<file path="src/rtl/display_arbiter.sv">
// Round-robin owner of the shared 3-digit display between sources A and B.
// Tenure is bounded in frame ticks, and a blank gap separates every owner change.
module display_arbiter #(
    parameter int MAX_TICKS = 16,
    parameter int GAP_TICKS = 2,
    parameter int CNT_W     = 5
) (
    input  logic       clk,
    input  logic       reset,
    input  logic       tick,
    input  logic [1:0] req,
    input  logic [4:0] a_hex2,
    input  logic [4:0] a_hex1,
    input  logic [4:0] a_hex0,
    input  logic [2:0] a_dp,
    input  logic [4:0] b_hex2,
    input  logic [4:0] b_hex1,
    input  logic [4:0] b_hex0,
    input  logic [2:0] b_dp,
    output logic [1:0] gnt,
    output logic [4:0] hex2,
    output logic [4:0] hex1,
    output logic [4:0] hex0,
    output logic [2:0] dp,
    output logic [2:0] digit_en,
    output logic       busy
);

    typedef enum logic [1:0] {
        IDLE = 2'd0,
        OWN  = 2'd1,
        GAP  = 2'd2
    } state_t;

    localparam logic [CNT_W-1:0] MAX_C = CNT_W'(MAX_TICKS);
    localparam logic [CNT_W-1:0] GAP_C = CNT_W'(GAP_TICKS);
    localparam logic [CNT_W-1:0] ONE_C = CNT_W'(1);

    state_t           state;
    logic             owner;
    logic             last_owner;
    logic [CNT_W-1:0] tenure;
    logic [CNT_W-1:0] gap_cnt;

    logic [CNT_W-1:0] tick_inc;
    logic             release_own;
    logic             preempt;
    logic             next_owner;
    logic [4:0]       own_hex2;
    logic [4:0]       own_hex1;
    logic [4:0]       own_hex0;
    logic [2:0]       own_dp;

    assign tick_inc = {{(CNT_W-1){1'b0}}, tick};

    // owner bit: 0 = A, 1 = B; on contention the source not served last wins
    always_comb begin
        next_owner  = req[1];
        if (req == 2'b11) begin
            next_owner = ~last_owner;
        end
        release_own = ~req[owner];
        preempt     = req[~owner] && (tenure == MAX_C);
    end

    always_comb begin
        own_hex2 = a_hex2;
        own_hex1 = a_hex1;
        own_hex0 = a_hex0;
        own_dp   = a_dp;
        if (owner) begin
            own_hex2 = b_hex2;
            own_hex1 = b_hex1;
            own_hex0 = b_hex0;
            own_dp   = b_dp;
        end
    end

    always_ff @(posedge clk) begin
        if (reset) begin
            state      <= IDLE;
            owner      <= 1'b0;
            last_owner <= 1'b1;
            tenure     <= '0;
            gap_cnt    <= '0;
            gnt        <= 2'b00;
            busy       <= 1'b0;
            hex2       <= '0;
            hex1       <= '0;
            hex0       <= '0;
            dp         <= '0;
            digit_en   <= '0;
        end else begin
            // display follows the state one clk behind the grant
            if (state == OWN) begin
                hex2     <= own_hex2;
                hex1     <= own_hex1;
                hex0     <= own_hex0;
                dp       <= own_dp;
                digit_en <= 3'b111;
            end else begin
                hex2     <= '0;
                hex1     <= '0;
                hex0     <= '0;
                dp       <= '0;
                digit_en <= '0;
            end

            case (state)
                IDLE: begin
                    if (|req) begin
                        state      <= OWN;
                        owner      <= next_owner;
                        last_owner <= next_owner;
                        tenure     <= tick_inc;
                        gnt        <= next_owner ? 2'b10 : 2'b01;
                        busy       <= 1'b1;
                    end
                end
                OWN: begin
                    if (release_own || preempt) begin
                        state   <= GAP;
                        gap_cnt <= tick_inc;
                        gnt     <= 2'b00;
                    end else if (tick && (tenure != MAX_C)) begin
                        tenure <= tenure + ONE_C;
                    end
                end
                GAP: begin
                    if (gap_cnt == GAP_C) begin
                        if (|req) begin
                            state      <= OWN;
                            owner      <= next_owner;
                            last_owner <= next_owner;
                            tenure     <= tick_inc;
                            gnt        <= next_owner ? 2'b10 : 2'b01;
                        end else begin
                            state <= IDLE;
                            busy  <= 1'b0;
                        end
                    end else begin
                        gap_cnt <= gap_cnt + tick_inc;
                    end
                end
                default: begin
                    state <= IDLE;
                    gnt   <= 2'b00;
                    busy  <= 1'b0;
                end
            endcase
        end
    end

endmodule

</file>
<file path="config.mk">
export PLATFORM = sky130hd
export DESIGN_NAME = display_arbiter
export DESIGN_NICKNAME = d
export VERILOG_FILES = /design/src/rtl/display_arbiter.sv
export SDC_FILE = /design/constraint.sdc
export NUM_CORES = 1
export LEC_CHECK = 0
export ABC_AREA = 1
export BUFFER_PORTS_ARGS = -buffer_cell sky130_fd_sc_hd__buf_2
export CORE_MARGIN = 4
export CORE_UTILIZATION = 43
export DETAILED_ROUTE_END_ITERATION = 10
export HOLD_SLACK_MARGIN = 0.15
export PLACE_DENSITY_LB_ADDON = 0.25
export SLEW_MARGIN = 15
export SYNTH_ARGS = -nofsm -noshare
export SYNTH_HDL_FRONTEND = slang
export SYNTH_SLANG_ARGS = --single-unit
</file>
<file path="constraint.sdc">
create_clock -name clk -period 1.3 [get_ports clk]
set_input_delay 0.195 -clock clk [delete_from_list [all_inputs] [get_ports clk]]
set_output_delay 0.195 -clock clk [all_outputs]
set_load 0.02 [all_outputs]
</file>
Yosys cells after proc, flatten, opt, wreduce, memory -nomap -nowiden
Cells that the tools add are included.
- flip-flop bits (word level): 38
- word-level logic and storage cells: 86
- output and inout bits: 24
- multiplexer cells: 38
- bitwise gates (word level): 4
- magnitude comparators: 2
- equal/unequal tests: 13
- reductions and logical operators: 15
- add/sub/neg operators: 2
- operators with widths (cell ; count):
    5-bit 2-to-1 mux ; 9
    5-bit case mux with 3 select lines ; 1
    2-bit 2-to-1 mux ; 7
    1-bit 2-to-1 mux ; 13
    2-bit case mux with 3 select lines ; 2
    2-bit != test, second input constant ; 5
    5-bit case mux with 2 select lines ; 1
    4-bit AND reduction ; 2
    3-bit 2-to-1 mux ; 2
    3-bit AND reduction ; 2
    5-bit by 1-bit adder with 5-bit output ; 1
    5-bit by 1-bit adder with 5-bit output, second input constant ; 1
    5-bit by 2-bit equality test with 1-bit output, second input constant ; 1
    5-bit equality test, second input constant ; 1
    5-bit != test, second input constant ; 1
    2-bit equality test, second input constant ; 2
    1-bit by 2-bit less-than comparator with 1-bit output, second input constant ; 2
    2-bit by 1-bit != test with 1-bit output, second input constant ; 2
    1-bit inverter ; 4
    1-bit case mux with 2 select lines ; 2
    2-bit AND reduction ; 2
    2-bit nonzero test ; 2
    2-bit OR reduction ; 2
    1-bit case mux with 3 select lines ; 1
    5 further kinds ; 6

Depth between registers and ports, before layout
- depth after elaboration: 7
- gate-level depth with buffers: 10
- mapped depth without buffers: 10

Least setup slack after synthesis
Ideal clock, no wire load.
- path kind: register -> register
- from: register tenure[0]
- to: register tenure[0]
- library setup time: 132 ps
- buffers on the path: 0
- period minus slack after synthesis: 1288 ps
- setup slack: 12 ps
- data required time: 1168 ps
- cell stages (with the launch flop): 11
- arrival: 1156 ps
- cell sequence: dfxtp_1 > inv_1 > ha_1 > nand2_1 > inv_1 > nand2_1 > nand3_1 > nand2_1 > nand2_2 > nand2_1 > a21oi_1
- cells in the longest elaborated chain, start to end: 5
- elaborated cells between the ends (all ways): 14
- those cells by class: add/sub: 1; eq/ne: 4; mux: 5; reduce/logical: 4
- RTL lines (what ; RTL line ; text):
    start, declared ; 42 ; logic [CNT_W-1:0] tenure;
    start signal, assigned ; 115 ; tenure <= tick_inc;
    start signal, assigned ; 126 ; tenure <= tenure + ONE_C;
    start signal, assigned ; 135 ; tenure <= tick_inc;
    parallel branches: the longest is 5 deep, another holds 5-bit by 1-bit adder with 5-bit output ; - ;
Several ways; the timed one is not identified. The select of a mux whose other input is x is not followed.
A chain may end at the register's enable or synchronous reset.

Worst setup path after layout
- from: register gap_cnt[0]
- to: register gap_cnt[2]
- cells in the longest elaborated chain, start to end: 3
- elaborated cells between the ends (all ways): 6
- those cells by class: add/sub: 1; eq/ne: 2; mux: 2; reduce/logical: 1
- RTL lines (what ; RTL line ; text):
    start, declared ; 43 ; logic [CNT_W-1:0] gap_cnt;
    start signal, assigned ; 123 ; gap_cnt <= tick_inc;
    start signal, assigned ; 142 ; gap_cnt <= gap_cnt + tick_inc;
    5-bit by 1-bit adder with 5-bit output or 5-bit by 2-bit equality test with 1-bit output (tied branches) ; 142, 130 ;
    5-bit 2-to-1 mux or 2-bit != test (tied branches) ; - ;
    5-bit case mux with 2 select lines or 3-bit AND reduction (tied branches) ; - ;
Parallel ways exist; a longest one is shown, timed or not. The select of a mux whose other input is x is not followed.

==> impl_metrics.ini <==
[critical_path]
crit_type = reg2reg
required_ns = 1.51
path_cells = ha_2, ha_4, nor2_1, nor3b_2, nand3_1, a21oi_1
path_delay_family = adder cells
cp_num_buf_inv = 0
critPathMaxFanout = 3
max_stage_delay_ns = 0.37
crit_slowest_cell = dfxtp_2
crit_arrival_ns = 1.51
r2r_start = gap_cnt[0]$_SDFFE_PP0P_
reg2reg_slack_ns = 0.007
start_kind = flip-flop
end_kind = flip-flop
r2r-end = gap_cnt[2]$_SDFFE_PP0P_
worstRegToRegCells = 6

[layout]
fin_util_pct = 68.2
postLayoutCellArea_um2 = 2500
drive_above_1_share_pct = 45.6
n_fill_cell = 301
multi_input_area_um2 = 942
syn_to_final_growth_pct = 53.9
regArea_um2 = 731
diodes = 0
nets = 363
mostFrequentLayoutCells = 66 x nand2_1, 64 x buf_2, 30 x dfxtp_1, 26 x a21oi_1, 22 x buf_4
final_common_cell = nand2_1

[timing]
grt_setup_unrepaired = true
finClkSkew_ns = 0.00549
hold_violations = 0
fin_tns_setup_ns = 0
max_slew_margin_pct = 79.4
period_share_pct = 99.5
min_period_ns = 1.29
holdWs_ns = 0.153
finalSetupViolCount = 0
drv_slew = 0
max_freq_mhz = 773
worstMarginPinSlew_ns = 0.309

[synth]
syn_area_um2 = 1620
synth_nets = 267
yosysWarnings = 0
syn_area_per_cell_um2 = 7.30
ys_ff_latch = 36
seq_area_frac_synth_pct = 44.4
postSynthCellCount = 222
synth_cell_types = 22

[die]
num_rows = 22
start_util_pct = 44.3
dieArea_um2 = 4820
die_h_um = 69.4
die_x_um = 69.4
boundaryPins = 65
core_area_um2 = 3660

[global_route]
first_global_vias = 1644
track_usage_pct = 18.1
grt_pass1_wl_mm = 7.12
grt_remaining_overflow = 0
antenna_found_initial = 0
grt_max_degree = 20

[min_path]
holdPathStages = 3
worstHoldPathType = in2reg
worstHoldEndpoint = hex1[0]$_SDFF_PP0_
holdCritStartpoint = a_hex1[0]

[clocking]
cts.path.max_buffers = 2
htreeDepth = 2
cts_tree = done
clkLatencyLatePin_ns = 0.29
cts-root-buf = clkbuf_8
cts_sinks = 36
cts_made_buffers = 5
clk_pin_slew_ns = 0.07

[pwr]
p_total_w = 0.00298
ir_drop_mv = 0.958
cellPowerDensity_nw_per_um2 = 1190
power_leakage_nw = 1.19

[route]
drt-pass1-iter-count = 4
drt_wl_total_mm = 4.46
drtIter0Drc = 63
num_vias = 1801
drc_errors = 0
ant_nets = 0
viasPerCell = 4.92
wire_per_inst_um = 12.2

[placement]
placed_area_um2 = 2130
port_buffers = 64
dp_hpwl_mm = 3.03
place.gp.congestion = 0.846

[run_status]
status = finished clean

[job]
maxCapViolCount = 0
-- worst max path at each step --
stage	end	startpoint	cells past startpoint	slack, ns
final	gap_cnt[2]$_SDFFE_PP0P_	gap_cnt[0]$_SDFFE_PP0P_	6	0.007
after global routing	gap_cnt[2]$_SDFFE_PP0P_	gap_cnt[0]$_SDFFE_PP0P_	6	-0.1
after CTS	gap_cnt[2]$_SDFFE_PP0P_	gap_cnt[0]$_SDFFE_PP0P_	6	0.005
after detailed placement	tenure[4]$_SDFFE_PP0P_	tenure[0]$_SDFFE_PP0P_	10	-0.02
after global placement	gap_cnt[2]$_SDFFE_PP0P_	tick	7	0.01
after floorplan	tenure[0]$_SDFFE_PP0P_	tenure[0]$_SDFFE_PP0P_	10	0.01
-- final cells by class --
class                      instances  area share, %
clock buffer                       7           3.86
inverter                          18           2.71
multi-input combinational        160           37.7
sequential                        36           29.3
tap                               48           2.41
timing repair buffer              97           24.0
-- tightest hold or removal path, cell delays in order --
cell and delay (ns):
buf_2 0.09, nand2_1 0.05, a21oi_1 0.05
-- where the power goes --
part | internal, W | total (W) | switching, W
logic | 0.000379 | 0.000894 | 0.000515
registers | 0.00120 | 0.00125 | 0.0000497
clock network | 0.000471 | 0.000836 | 0.000365
total | 0.00205 | 0.00298 | 0.000930
-- state kept, by name (all words and copies together) (netlist names), 2 cells and up --
name	count
gap_cnt	5
hex0	5
hex1	5
hex2	5
tenure	5
dp	3
gnt	2
state	2
-- routing by layer --
metal	wire [um]	share of wire (%)	track usage (%)
met4	122	2.7	8.46
met2	2260	51	31.4
met1	1830	41	21.0
met3	246	5.5	4.06
met5	0	0	0
-- what timing repair did --
item	4_1_cts	5_1_grt
resized for setup	5	48
endpoints found under the hold margin	8	0
pin swaps	1	14
endpoints found under the setup margin	7	17
hold buffers	8	0
setup buffers	0	1
-- cell usage after synthesis --
library cell  number  area share, %
o21ai_0            4            1.2
nor2_1            12            2.8
nand3_2            1           0.62
nor3b_1            1           0.46
nor3_1             1           0.31
ha_1               4            3.1
o211ai_1           1           0.46
inv_1             14            3.2
buf_6              1           0.69
buf_2              2           0.62
a21oi_4            1            1.0
nor2_4             3            2.1
buf_4              2           0.93
xor2_1             2            1.1
nand2_1           72             17
nand3_1           17            5.2
dfxtp_1           36             44
a21oi_1           31            9.6
nand4_1            6            2.3
inv_2              4           0.93
clkbuf_1           3           0.69
nand2_2            4            1.5
-- cells by family (layout without fill, tap and decap cells) --
kind of cell / Yosys count / count (layout) / synth area share, %
AND/OR/NAND/NOR: 117 / 117 / 32.0
adder cells (fa/ha/maj): 4 / 4 / 3.09
flip-flops: 36 / 36 / 44.4
XOR/XNOR: 2 / 2 / 1.08
buffers and inverters: 26 / 122 / 7.10
AO/OA/AOI/OAI: 37 / 37 / 12.3
-- per-stage QoR --
step	cells	setup slack, ns
after floorplan	222	0.0118
after global placement	350	0.0102
after detailed placement	350	-0.0156
after CTS	365	0.00526
after global routing	366	-0.0998
final	366	0.00667
(Power assumes the default switching activity.)
